$ cat config.mk
export PLATFORM = sky130hd
export DESIGN_NAME = alu_arbiter
export DESIGN_NICKNAME = d
export VERILOG_FILES = /design/src/rtl/alu_pkg.sv /design/src/rtl/alu.sv /design/src/rtl/alu_arbiter.sv
export SDC_FILE = /design/constraint.sdc
export NUM_CORES = 1
export LEC_CHECK = 0
export ABC_AREA = 1
export BUFFER_PORTS_ARGS = -buffer_cell sky130_fd_sc_hd__buf_4
export CORE_ASPECT_RATIO = 1.5
export CORE_MARGIN = 5
export CORE_UTILIZATION = 46
export DETAILED_ROUTE_END_ITERATION = 8
export MAX_ROUTING_LAYER = met4
export PLACE_DENSITY = 0.76
export SLEW_MARGIN = 20
export SYNTH_ARGS = -nofsm -noshare
export SYNTH_HDL_FRONTEND = slang
export SYNTH_HIERARCHICAL = 1
export SYNTH_SLANG_ARGS = --single-unit
$ cat constraint.sdc
create_clock -name clk -period 2.45 [get_ports clk]
set_input_delay 0.245 -clock clk [delete_from_list [all_inputs] [get_ports clk]]
set_output_delay 0.245 -clock clk [all_outputs]
set_load 0.005 [all_outputs]
$ cat src/rtl/alu_pkg.sv
// Shared constants and types for the two-requester ALU arbiter.
// Opcode values, datapath widths and the result-slot state.
package alu_pkg;

    localparam int DW = 4;
    localparam int SW = 3;

    localparam logic [SW-1:0] OP_ADD  = 3'b000;
    localparam logic [SW-1:0] OP_SUB  = 3'b001;
    localparam logic [SW-1:0] OP_AND  = 3'b010;
    localparam logic [SW-1:0] OP_OR   = 3'b011;
    localparam logic [SW-1:0] OP_NAND = 3'b100;
    localparam logic [SW-1:0] OP_NOR  = 3'b101;
    localparam logic [SW-1:0] OP_NOTA = 3'b110;
    localparam logic [SW-1:0] OP_XOR  = 3'b111;

    typedef enum logic {
        EMPTY = 1'b0,
        FULL  = 1'b1
    } state_t;

endpackage

$ cat src/rtl/alu.sv
// Purely combinational 4-bit ALU with eight operations.
// Add and sub wrap modulo 16; carry and borrow are dropped.
module alu
    import alu_pkg::*;
(
    input  logic [SW-1:0] s,
    input  logic [DW-1:0] a,
    input  logic [DW-1:0] b,
    output logic [DW-1:0] f
);

    // Opcode decode; every encoding is used so no default is needed.
    always_comb begin
        f = '0;
        unique case (s)
            OP_ADD:  f = a + b;
            OP_SUB:  f = a - b;
            OP_AND:  f = a & b;
            OP_OR:   f = a | b;
            OP_NAND: f = ~(a & b);
            OP_NOR:  f = ~(a | b);
            OP_NOTA: f = ~a;
            OP_XOR:  f = a ^ b;
        endcase
    end

endmodule

$ cat src/rtl/alu_arbiter.sv
// Two requesters share one ALU; a single result slot holds the output.
// Grant is round-robin or fixed priority; readies are combinational.
module alu_arbiter
    import alu_pkg::*;
#(
    parameter int FIX_PRIO = 0
) (
    input  logic          clk,
    input  logic          rst_n,
    input  logic          req0_valid,
    output logic          req0_ready,
    input  logic [SW-1:0] req0_s,
    input  logic [DW-1:0] req0_a,
    input  logic [DW-1:0] req0_b,
    input  logic          req1_valid,
    output logic          req1_ready,
    input  logic [SW-1:0] req1_s,
    input  logic [DW-1:0] req1_a,
    input  logic [DW-1:0] req1_b,
    output logic          rsp_valid,
    input  logic          rsp_ready,
    output logic          rsp_id,
    output logic [DW-1:0] rsp_f,
    output logic          rsp_zero
);

    state_t        state;
    logic          last;
    logic          free;
    logic          pick1;
    logic          grant0;
    logic          grant1;
    logic          accept;
    logic [SW-1:0] s;
    logic [DW-1:0] a;
    logic [DW-1:0] b;
    logic [DW-1:0] f;

    // Grant selection and operand mux; readies are gated off in reset.
    always_comb begin
        free   = (state == EMPTY) || rsp_ready;
        pick1  = req1_valid &&
                 (!req0_valid || ((FIX_PRIO == 0) && !last));
        grant1 = rst_n && free && pick1;
        grant0 = rst_n && free && req0_valid && !pick1;
        accept = grant0 || grant1;
        s      = pick1 ? req1_s : req0_s;
        a      = pick1 ? req1_a : req0_a;
        b      = pick1 ? req1_b : req0_b;
    end

    assign req0_ready = grant0;
    assign req1_ready = grant1;
    assign rsp_valid  = (state == FULL);

    alu u_alu (
        .s (s),
        .a (a),
        .b (b),
        .f (f)
    );

    // Slot state, round-robin pointer and result register.
    always_ff @(posedge clk) begin
        if (!rst_n) begin
            state    <= EMPTY;
            last     <= 1'b1;
            rsp_id   <= 1'b0;
            rsp_f    <= '0;
            rsp_zero <= 1'b0;
        end else begin
            case (state)
                EMPTY: if (accept) state <= FULL;
                FULL:  if (rsp_ready && !accept) state <= EMPTY;
                default: state <= EMPTY;
            endcase
            if (accept) begin
                last     <= grant1;
                rsp_id   <= grant1;
                rsp_f    <= f;
                rsp_zero <= (f == '0);
            end
        end
    end

endmodule

Word level (Yosys, flattened, before mapping)
Cells that the tools add are included.

Register bits: 8. Bits in latches: 0. Bits in writable memories: 0. Bits in read-only memories: 0. Input bits: 27. Output and inout port bits: 9. Memories: 0.

Add/subtract/negate cells: 2. Multiply operators: 0. Div/mod/pow operators: 0. $lt $le $gt $ge: 0. Equality and inequality tests: 7. Shift operators: 0. Mux-type cells: 7. Bitwise operators: 7. Reduce and logical (&&, ||, !) cells: 15.

Operators with widths (count): $pmux 4 s8 (1); $eq 3x3->1 const B (4); $not 4->4 (3); $mux 4 (2); $eq 3x2->1 const B (2); $logic_and 1x1->1 (6); $add 4x4->4 (1); $and 4x4->4 (1); $logic_not 1->1 (4); $logic_not 4->1 (1); $or 4x4->4 (1); $sub 4x4->4 (1); $xor 4x4->4 (1); $eq 3x1->1 const B (1); $logic_not 3->1 (1); $logic_or 1x1->1 (3); $mux 3 (1); $mux 1 (2); $pmux 1 s2 (1); $not 1->1 (1).

Depth between registers and ports, before layout
Gate-level depths: netlist (run 1).

Word-level depth: 10. Depth in mapped cells: 23. Mapped depth without buffers: 22.

Cells and area by module
The synthesis (run 1) kept the hierarchy.

By module, submodules not included: alu (times used 1, cells each 97, area each 583.1 sq um, sequential area each 0.0 sq um); alu_arbiter (times used 1, cells each 90, area each 549.3 sq um, sequential area each 160.2 sq um).

Least setup slack after synthesis (run 1)
No wires, ideal clock.

Path kind: register -> register. From: reg last. To: reg rsp_zero. Library setup time: 0.062 ns. Arrival: 2.310 ns. Path slack: 0.078 ns. Cell stages (with the launch flop): 22. Clock period less this slack: 2.372 ns. Cell sequence: dfxtp_1 > nand2_2 > nand2_4 > inv_2 > buf_6 > nand2_1 > nand2_1 > nor2_4 > a21oi_1 > xor2_1 > ha_1 > a21oi_1 > nand2_1 > inv_1 > nand2_1 > nand3_1 > nand2_1 > inv_1 > nand4_1 > nand2_1 > inv_1 > nor2_2.

Elaborated cells on any way between the ends: 28. Classes of those cells: add/sub: 2; eq/ne: 7; mux: 4; bitwise: 6; reduce/logical: 9.

RTL lines: start, declared (RTL line alu_arbiter.sv:28) `logic last;`; start signal, assigned (RTL line alu_arbiter.sv:78) `last <= grant1;`; $logic_not 1->1 (*) (RTL line alu_arbiter.sv:43) `(!req0_valid || ((FIX_PRIO == 0) && !last));`; $logic_or 1x1->1 (*) (RTL line alu_arbiter.sv:43); $logic_and 1x1->1 (*) (RTL line alu_arbiter.sv:42) `pick1 = req1_valid &&`; $mux 3 (*) (RTL line alu_arbiter.sv:47) `s = pick1 ? req1_s : req0_s;`; net s[2] (RTL line alu_arbiter.sv:34) `logic [SW-1:0] s;`; $eq 3x3->1, or another cell as far along (RTL line alu.sv:15) `unique case (s)`; $pmux 4 s8 (*) (RTL line alu.sv:15); net f[3] (RTL line alu_arbiter.sv:37) `logic [DW-1:0] f;`; $logic_not 4->1 (*) (RTL line alu_arbiter.sv:81) `rsp_zero <= (f == '0);`; end signal, assigned (RTL line alu_arbiter.sv:81); end, declared (RTL line alu_arbiter.sv:24) `output logic rsp_zero`.

The timed path passes the listed nets; every way through them passes the cells marked *. A chain may end at the register's enable or synchronous reset.

Worst setup path in the final report (run 1)
Same ends and word-level chain as after synthesis.

==> results of run 1 <==
-- Yosys cell counts --
| master | n |
|---|---|
| sky130_fd_sc_hd__a21oi_1 | 5 |
| sky130_fd_sc_hd__a21oi_2 | 2 |
| sky130_fd_sc_hd__a21oi_4 | 1 |
| sky130_fd_sc_hd__a31oi_1 | 1 |
| sky130_fd_sc_hd__buf_4 | 1 |
| sky130_fd_sc_hd__buf_6 | 2 |
| sky130_fd_sc_hd__dfxtp_1 | 8 |
| sky130_fd_sc_hd__fa_1 | 1 |
| sky130_fd_sc_hd__ha_1 | 12 |
| sky130_fd_sc_hd__inv_1 | 34 |
| sky130_fd_sc_hd__inv_2 | 3 |
| sky130_fd_sc_hd__mux2_2 | 1 |
| sky130_fd_sc_hd__nand2_1 | 58 |
| sky130_fd_sc_hd__nand2_2 | 4 |
| sky130_fd_sc_hd__nand2_4 | 4 |
| sky130_fd_sc_hd__nand3_1 | 11 |
| sky130_fd_sc_hd__nand3_2 | 4 |
| sky130_fd_sc_hd__nand3b_1 | 1 |
| sky130_fd_sc_hd__nand4_1 | 3 |
| sky130_fd_sc_hd__nor2_1 | 19 |
| sky130_fd_sc_hd__nor2_2 | 1 |
| sky130_fd_sc_hd__nor2_4 | 1 |
| sky130_fd_sc_hd__o21ai_0 | 3 |
| sky130_fd_sc_hd__o21ai_1 | 2 |
| sky130_fd_sc_hd__o22ai_1 | 4 |
| sky130_fd_sc_hd__xor2_1 | 1 |
-- final cells by class --
class | count | area [µm²] | share of cell area [%]
well taps | 24 | 30.0 | 1.84
clock buffers | 3 | 22.5 | 1.38
inverters | 37 | 144 | 8.83
multi-input cells | 139 | 826 | 50.7
flip-flops and latches | 8 | 161 | 9.90
repair buffers | 55 | 447 | 27.4
-- cells by family (layout without fill, tap and decap cells) --
family,count (synthesis),in the layout,share of synthesized area [%]
AO/OA/AOI/OAI,18,18,10.2
XOR/XNOR,1,1,0.774
adder cells (fa/ha/maj),13,13,15.0
buffers and inverters,40,95,14.9
flip-flops,8,8,14.1
multiplexers,1,1,0.994
AND/OR/NAND/NOR,106,106,44.0
-- metrics by stage --
| stage | hold WS, ps | area (µm²) |
|---|---|---|
| detailed placement | 461 | 1510 |
| floorplan | 437 | 1130 |
| finish | 268 | 1630 |
| CTS | 265 | 1540 |
| global placement | 463 | 1510 |
| global route | 277 | 1630 |
-- flip-flops by register name, summed over array words and instances, names as in the netlist --
name and cells:
rsp_f 4, rsp_zero 1, last 1, rsp_id 1
rsp_valid 1
-- repair_timing --
| item | CTS | global route |
|---|---|---|
| buffers inserted | 0 | 5 |
| gates resized for setup | 0 | 14 |
| setup endpoints to repair | 0 | 4 |
-- layer usage --
layer | vias to the layer above | GRT usage (%)
met2 | 35 | 30.0
met4 | 0 | 10.5
li1 | 689 | -
met3 | 8 | 1.47
met1 | 586 | 16.1
met5 | - | -
-- power groups by stage --
| stage | combinational, mW | sequential (mW) | clock, mW |
|---|---|---|---|
| after global routing | 0.435 | 0.152 | 0.105 |
| final | 0.381 | 0.150 | 0.0979 |
| after floorplan | 0.227 | 0.153 | 0 |
| after detailed placement | 0.351 | 0.153 | 0 |
| after global placement | 0.345 | 0.152 | 0 |
| after CTS | 0.352 | 0.150 | 0.101 |
-- worst max path at each step --
stage,end,cells after the start,from
2_1_floorplan,rsp_zero$_SDFFE_PN0P_,21,last$_SDFFE_PN1P_
3_3_place_gp,rsp_zero$_SDFFE_PN0P_,20,req0_valid
3_5_place_dp,rsp_zero$_SDFFE_PN0P_,20,req0_valid
4_1_cts,rsp_zero$_SDFFE_PN0P_,21,last$_SDFFE_PN1P_
5_1_grt,rsp_zero$_SDFFE_PN0P_,21,last$_SDFFE_PN1P_
6_report,rsp_zero$_SDFFE_PN0P_,20,last$_SDFFE_PN1P_
==> qor.json, run 1 <==
{
  "fin_crit": {"value": 2410, "unit": "ps"},
  "worst_ep_arrival_time": {"value": 2560, "unit": "ps"},
  "final.period_utilization": {"value": 98.5, "unit": "%"},
  "layout_common_cells": {"value": "54 x sky130_fd_sc_hd__nand2_1, 52 x sky130_fd_sc_hd__buf_4, 33 x sky130_fd_sc_hd__inv_1"},
  "max_slew_margin": {"value": 83.6, "unit": "%"},
  "power_switching_share": {"value": 39.8, "unit": "%"},
  "wl_per_cell": {"value": 11.1, "unit": "µm"},
  "detailroute.via_count": {"value": 1318},
  "worst_hold_path.num_cells": {"value": 2},
  "timing.reg2reg.setup_slack": {"value": 40, "unit": "ps"},
  "clock_power_share": {"value": 15.6, "unit": "%"},
  "timing.critical_path.buf_inv": {"value": 4},
  "run_status": {"value": "complete, no violations"},
  "start_util": {"value": 47.3, "unit": "%"},
  "cts_tree": {"value": "done"},
  "dr_wl_met3": {"value": 148, "unit": "µm"},
  "gp_routability_congestion": {"value": 0.798},
  "floorplan.core_area": {"value": 2390, "unit": "µm²"},
  "synth_top_cells_by_area": {"value": "sky130_fd_sc_hd__nand2_1 19%, sky130_fd_sc_hd__dfxtp_1 14%, sky130_fd_sc_hd__ha_1 13%, sky130_fd_sc_hd__inv_1 11%, sky130_fd_sc_hd__nor2_1 6.3%"},
  "detailedRoute.firstIterationViolations": {"value": 35},
  "worst_margin_pin_slew": {"value": 246, "unit": "ps"},
  "crit_path_start_kind": {"value": "flop"},
  "netlist_area": {"value": 1130, "unit": "µm²"},
  "cts.root.buffer_cell": {"value": "sky130_fd_sc_hd__clkbuf_4"},
  "first_pass_iters": {"value": 6},
  "maxSlewViolCount": {"value": 0},
  "count_of_nets_left_with_antenna_violations_after_detail_routing": {"value": 0},
  "holdCritStartpoint": {"value": "rst_n"},
  "clock-sinks": {"value": 8},
  "internal_power": {"value": 378, "unit": "µW"},
  "final.setup.worst_slack": {"value": 37.3, "unit": "ps"},
  "clock_insertion_delay_worst_skew": {"value": 250, "unit": "ps"},
  "filler_cells": {"value": 220},
  "area_growth": {"value": 44.0, "unit": "%"},
  "worst_ir_drop_vdd": {"value": 0.154, "unit": "mV"},
  "grt_setup_unrepaired": {"value": "yes"},
  "critical_path.cell_chain": {"value": "nand2_2 -> nand2_4 -> inv_6 -> buf_4 -> nand2_1 -> nand2_2 -> nor2_4 -> a21oi_2 -> xor2_1 -> ha_1 -> a21oi_1 -> nand2_1 -> nand3_1 -> nand3_1 -> nand2_1 -> inv_1 -> nand4_1 -> nand2_1 -> inv_1 -> nor2_2"},
  "yosys_register_bits": {"value": 8},
  "met1Wirelength": {"value": 1020, "unit": "µm"},
  "critical_path.most_common_cell": {"value": "sky130_fd_sc_hd__nand2_1"},
  "critPathTopFamily": {"value": "simple AND/OR/NAND/NOR gates"},
  "leakage": {"value": 0.966, "unit": "nW"},
  "pin_count_of_the_biggest_net_entering_global_routing": {"value": 11},
  "grt_first_pass_wirelength": {"value": 4660, "unit": "µm"},
  "grt_antenna_before_repair": {"value": 0},
  "grtUsageTotal": {"value": 16.6, "unit": "%"},
  "dp_worst_setup_slack": {"value": 8.35, "unit": "ps"},
  "synth_top_cell_area_share": {"value": 19.2, "unit": "%"},
  "remaining_drc_errors": {"value": 0},
  "worst_setup_hold_path_clk_slew": {"value": 50, "unit": "ps"},
  "totalPowerFinal": {"value": 629, "unit": "µW"},
  "post_cts_hold_buffer_count": {"value": 0},
  "whs_endpoint": {"value": "last$_SDFFE_PN1P_"},
  "layout_commonest_cell": {"value": "sky130_fd_sc_hd__nand2_1"},
  "finClkSkew": {"value": 2.57, "unit": "ps"},
  "route.top_layer_used": {"value": "met4"},
  "hold_path_class": {"value": "in2reg"},
  "synth-seq-area-share": {"value": 14.1, "unit": "%"},
  "h-tree-depth": {"value": 1},
  "crit_path_top_delay_cell": {"value": "sky130_fd_sc_hd__dfxtp_2"},
  "final-hold-violation-count": {"value": 0},
  "die_width": {"value": 50.5, "unit": "µm"},
  "std_cell_rows": {"value": 22},
  "r2r.worst_path.cells": {"value": 20},
  "sequentialPowerShare": {"value": 23.9, "unit": "%"},
  "die_height": {"value": 70.8, "unit": "µm"},
  "critPathMaxFanout": {"value": 6},
  "switching_power": {"value": 250, "unit": "µW"},
  "grt_overflow": {"value": 0},
  "io_pins": {"value": 36},
  "finalWirelength": {"value": 2960, "unit": "µm"},
  "synth_top_area_cell": {"value": "sky130_fd_sc_hd__nand2_1"},
  "final_setup_tns": {"value": 0, "unit": "ps"},
  "layout-drive-gt1-share": {"value": 36.8, "unit": "%"},
  "grt_pass1_vias": {"value": 1200},
  "layout.nets": {"value": 284},
  "diodes": {"value": 0},
  "critPathMaxStageDelay": {"value": 340, "unit": "ps"},
  "layout.core_utilization": {"value": 68.1, "unit": "%"},
  "met2_wirelength": {"value": 1700, "unit": "µm"},
  "finalSetupViolCount": {"value": 0},
  "numCtsBuffers": {"value": 3},
  "post_synth.cell_area_avg": {"value": 6.06, "unit": "µm²"},
  "yosysUniqueCellTypes": {"value": 26},
  "route.detailed.vias_per_inst": {"value": 4.95},
  "synthesis.instances": {"value": 187},
  "p_per_area": {"value": 386, "unit": "nW/µm²"},
  "layout.cells.non_filler": {"value": 266},
  "fp.dieArea": {"value": 3570, "unit": "µm²"},
  "worstSetupEndpointType": {"value": "flop"},
  "regToRegEndpoint": {"value": "rsp_zero$_SDFFE_PN0P_"},
  "critical_path_required": {"value": 2600, "unit": "ps"},
  "portBuffers": {"value": 35},
  "timing.max_cap.violations": {"value": 0},
  "power.share.combinational": {"value": 60.6, "unit": "%"},
  "dp_hpwl": {"value": 2360, "unit": "µm"},
  "synthesis.yosys.warnings": {"value": 6},
  "cts.path.max_buffers": {"value": 2},
  "timing_worst_setup_path_type": {"value": "reg2reg"},
  "numPlacedInstances": {"value": 257},
  "worst_r2r_startpoint": {"value": "last$_SDFFE_PN1P_"},
  "fmaxAchievable": {"value": 0.414, "unit": "GHz"},
  "mappedNetlistNets": {"value": 227}
}
No activity file was read; power rests on OpenSTA's default activity.
==> inputs of run 2 (changes only) <==
CELL_PAD_IN_SITES_DETAIL_PLACEMENT = 1   (was default)
CELL_PAD_IN_SITES_GLOBAL_PLACEMENT = 1   (was default)
CORE_MARGIN = default   (was 5)
CORE_UTILIZATION = 31   (was 46)
PLACE_DENSITY = default   (was 0.76)
PLACE_DENSITY_LB_ADDON = 0.1   (was default)
==> run 2 against run 1 <==
  * First-iteration DRC count is 63% lower
  * Combinational power is 7.6% higher
  * Via count is 1.4% higher
  * Flip-flop and latch count stayed put
  * Cell count is 6.4% higher
  * Worst setup slack better by 20 ps
  * Die area is 9.2% higher
  * Sequential share of layout area is 0.37 points lower
  * Register-to-register slack better by 20 ps
  * Count of clock-buffer cells in the layout stayed put
  * Fmax is 0.84% higher
  * Critical endpoint unchanged
  * Largest cell class unchanged
==> qor.json, run 2 (same netlist as run 1, synthesis figures left out) <==
{
  "run_status": {"value": "complete, no violations"},
  "layout.nets": {"value": 283},
  "critPathMaxFanout": {"value": 5},
  "floorplan.core_area": {"value": 3450, "unit": "µm²"},
  "leakage": {"value": 0.969, "unit": "nW"},
  "pin_count_of_the_biggest_net_entering_global_routing": {"value": 11},
  "dp_hpwl": {"value": 3060, "unit": "µm"},
  "worst_ir_drop_vdd": {"value": 0.268, "unit": "mV"},
  "worst_ep_arrival_time": {"value": 2520, "unit": "ps"},
  "numPlacedInstances": {"value": 277},
  "grt_busiest_layer": {"value": "met2"},
  "die_width": {"value": 51.3, "unit": "µm"},
  "worstSetupEndpointType": {"value": "flop"},
  "grtUsageTotal": {"value": 19.4, "unit": "%"},
  "crit_path_start_kind": {"value": "flop"},
  "cts_tree": {"value": "done"},
  "die_height": {"value": 76.0, "unit": "µm"},
  "timing.critical_path.buf_inv": {"value": 4},
  "finalWirelength": {"value": 3500, "unit": "µm"},
  "grt_overflow": {"value": 0},
  "layout_common_cells": {"value": "52 x sky130_fd_sc_hd__buf_4, 50 x sky130_fd_sc_hd__nand2_1, 32 x sky130_fd_sc_hd__inv_1"},
  "final.period_utilization": {"value": 97.7, "unit": "%"},
  "numCtsBuffers": {"value": 3},
  "cts.path.max_buffers": {"value": 2},
  "final_setup_tns": {"value": 0, "unit": "ps"},
  "max_slew_margin": {"value": 82.8, "unit": "%"},
  "gp_routability_congestion": {"value": 0.821},
  "worst_hold_margin": {"value": 290, "unit": "ps"},
  "timing.reg2reg.setup_slack": {"value": 60, "unit": "ps"},
  "io_pins": {"value": 36},
  "fp.dieArea": {"value": 3900, "unit": "µm²"},
  "route.detailed.vias_per_inst": {"value": 4.72},
  "grt_pass1_vias": {"value": 1393},
  "fmaxAchievable": {"value": 0.418, "unit": "GHz"},
  "layout.cell_area.non_filler": {"value": 1690, "unit": "µm²"},
  "wl_per_cell": {"value": 12.3, "unit": "µm"},
  "worst_margin_pin_slew": {"value": 258, "unit": "ps"},
  "p_per_area": {"value": 426, "unit": "nW/µm²"},
  "use_met1": {"value": 17.1, "unit": "%"},
  "detailedRoute.firstIterationViolations": {"value": 13},
  "post_cts_hold_buffer_count": {"value": 0},
  "crit_path_top_delay_cell": {"value": "sky130_fd_sc_hd__dfxtp_2"},
  "remaining_drc_errors": {"value": 0},
  "top_register": {"value": "rsp_f"},
  "critical_path.cell_chain": {"value": "nand2_2 -> nand2_4 -> buf_6 -> nand2_4 -> nand2_2 -> inv_2 -> ha_4 -> a21oi_4 -> xor2_1 -> ha_1 -> a21oi_2 -> nand2_1 -> nand3_1 -> nand3_2 -> nand2_1 -> inv_1 -> nand4_1 -> nand2_1 -> inv_1 -> nor2_2"},
  "diodes": {"value": 0},
  "detailroute.via_count": {"value": 1336},
  "worst_setup_hold_path_clk_slew": {"value": 50, "unit": "ps"},
  "finClkSkew": {"value": 11.5, "unit": "ps"},
  "clock-sinks": {"value": 8},
  "first_pass_iters": {"value": 4},
  "hold_path_class": {"value": "in2reg"},
  "maxSlewViolCount": {"value": 0},
  "finalSetupViolCount": {"value": 0},
  "grt_first_pass_wirelength": {"value": 5730, "unit": "µm"},
  "grt.met3_usage": {"value": 0.599, "unit": "%"},
  "h-tree-depth": {"value": 1},
  "layout-drive-gt1-share": {"value": 39.8, "unit": "%"},
  "largest_register_ffs": {"value": 4},
  "fin_crit": {"value": 2390, "unit": "ps"},
  "area_growth": {"value": 49.5, "unit": "%"},
  "critical_path_required": {"value": 2580, "unit": "ps"},
  "critPathMaxStageDelay": {"value": 330, "unit": "ps"},
  "start_util": {"value": 32.8, "unit": "%"},
  "timing.max_cap.violations": {"value": 0},
  "critPathTopFamily": {"value": "simple AND/OR/NAND/NOR gates"},
  "layout.cells.non_filler": {"value": 283},
  "cts.root.buffer_cell": {"value": "sky130_fd_sc_hd__clkbuf_8"},
  "layout.core_utilization": {"value": 49.1, "unit": "%"},
  "std_cell_rows": {"value": 26},
  "timing_worst_setup_path_type": {"value": "reg2reg"},
  "grt_antenna_before_repair": {"value": 0},
  "portBuffers": {"value": 35},
  "global_route.usage.met2": {"value": 40.4, "unit": "%"},
  "count_of_nets_left_with_antenna_violations_after_detail_routing": {"value": 0},
  "clock_insertion_delay_worst_skew": {"value": 230, "unit": "ps"},
  "layout_commonest_cell": {"value": "sky130_fd_sc_hd__buf_4"},
  "final-hold-violation-count": {"value": 0},
  "critical_path.most_common_cell": {"value": "sky130_fd_sc_hd__nand2_1"},
  "grt_setup_unrepaired": {"value": "yes"},
  "placed_area": {"value": 1540, "unit": "µm²"}
}
==> run 2: cell types whose count changed in the layout (fill, tap and decap cells not counted), sizes merged <==
cell,before,now
clkbuf,4,3
==> run 2: per-layer routing <==
layer | vias up | wire length [µm]
li1 | 684 | -
met1 | 622 | 1190
met2 | 28 | 2190
met3 | 2 | 91
met4 | 0 | 23
met5 | - | 0
==> run 2: area by class of cell <==
| class | count | area [µm²] |
|---|---|---|
| clock buffers | 3 | 41.3 |
| multi-input cells | 139 | 881 |
| repair buffers | 54 | 413 |
| flip-flops and latches | 8 | 161 |
| inverters | 37 | 144 |
| fillers | 468 | 1760 |
| well taps | 42 | 52.6 |
==> run 2: timing repair <==
item | in CTS | in global routing
resized for setup | 4 | 24
pin swaps | 0 | 17
setup endpoints to repair | 2 | 4
buffers inserted | 0 | 3
==> run 2: power by group <==
| part | internal [mW] | switching (mW) | total (mW) |
|---|---|---|---|
| combinational | 0.184 | 0.226 | 0.410 |
| sequential | 0.143 | 0.00718 | 0.150 |
| clock | 0.107 | 0.0547 | 0.161 |
==> run 2: per-stage QoR <==
step           setup slack [ps]  power [mW]
2_1_floorplan              77.9       0.381
3_3_place_gp              -47.5       0.503
3_5_place_dp               -147       0.523
4_1_cts                    14.5       0.692
5_1_grt                    -153       0.785
6_report                   57.4       0.722
==> run 2: worst paths after layout <==
path / from / depth (start not counted) / endpoint
max: last$_SDFFE_PN1P_ / 20 / rsp_zero$_SDFFE_PN0P_
min: rst_n / 2 / last$_SDFFE_PN1P_
max reg2reg: last$_SDFFE_PN1P_ / 20 / rsp_zero$_SDFFE_PN0P_
min reg2reg: last$_SDFFE_PN1P_ / 2 / last$_SDFFE_PN1P_
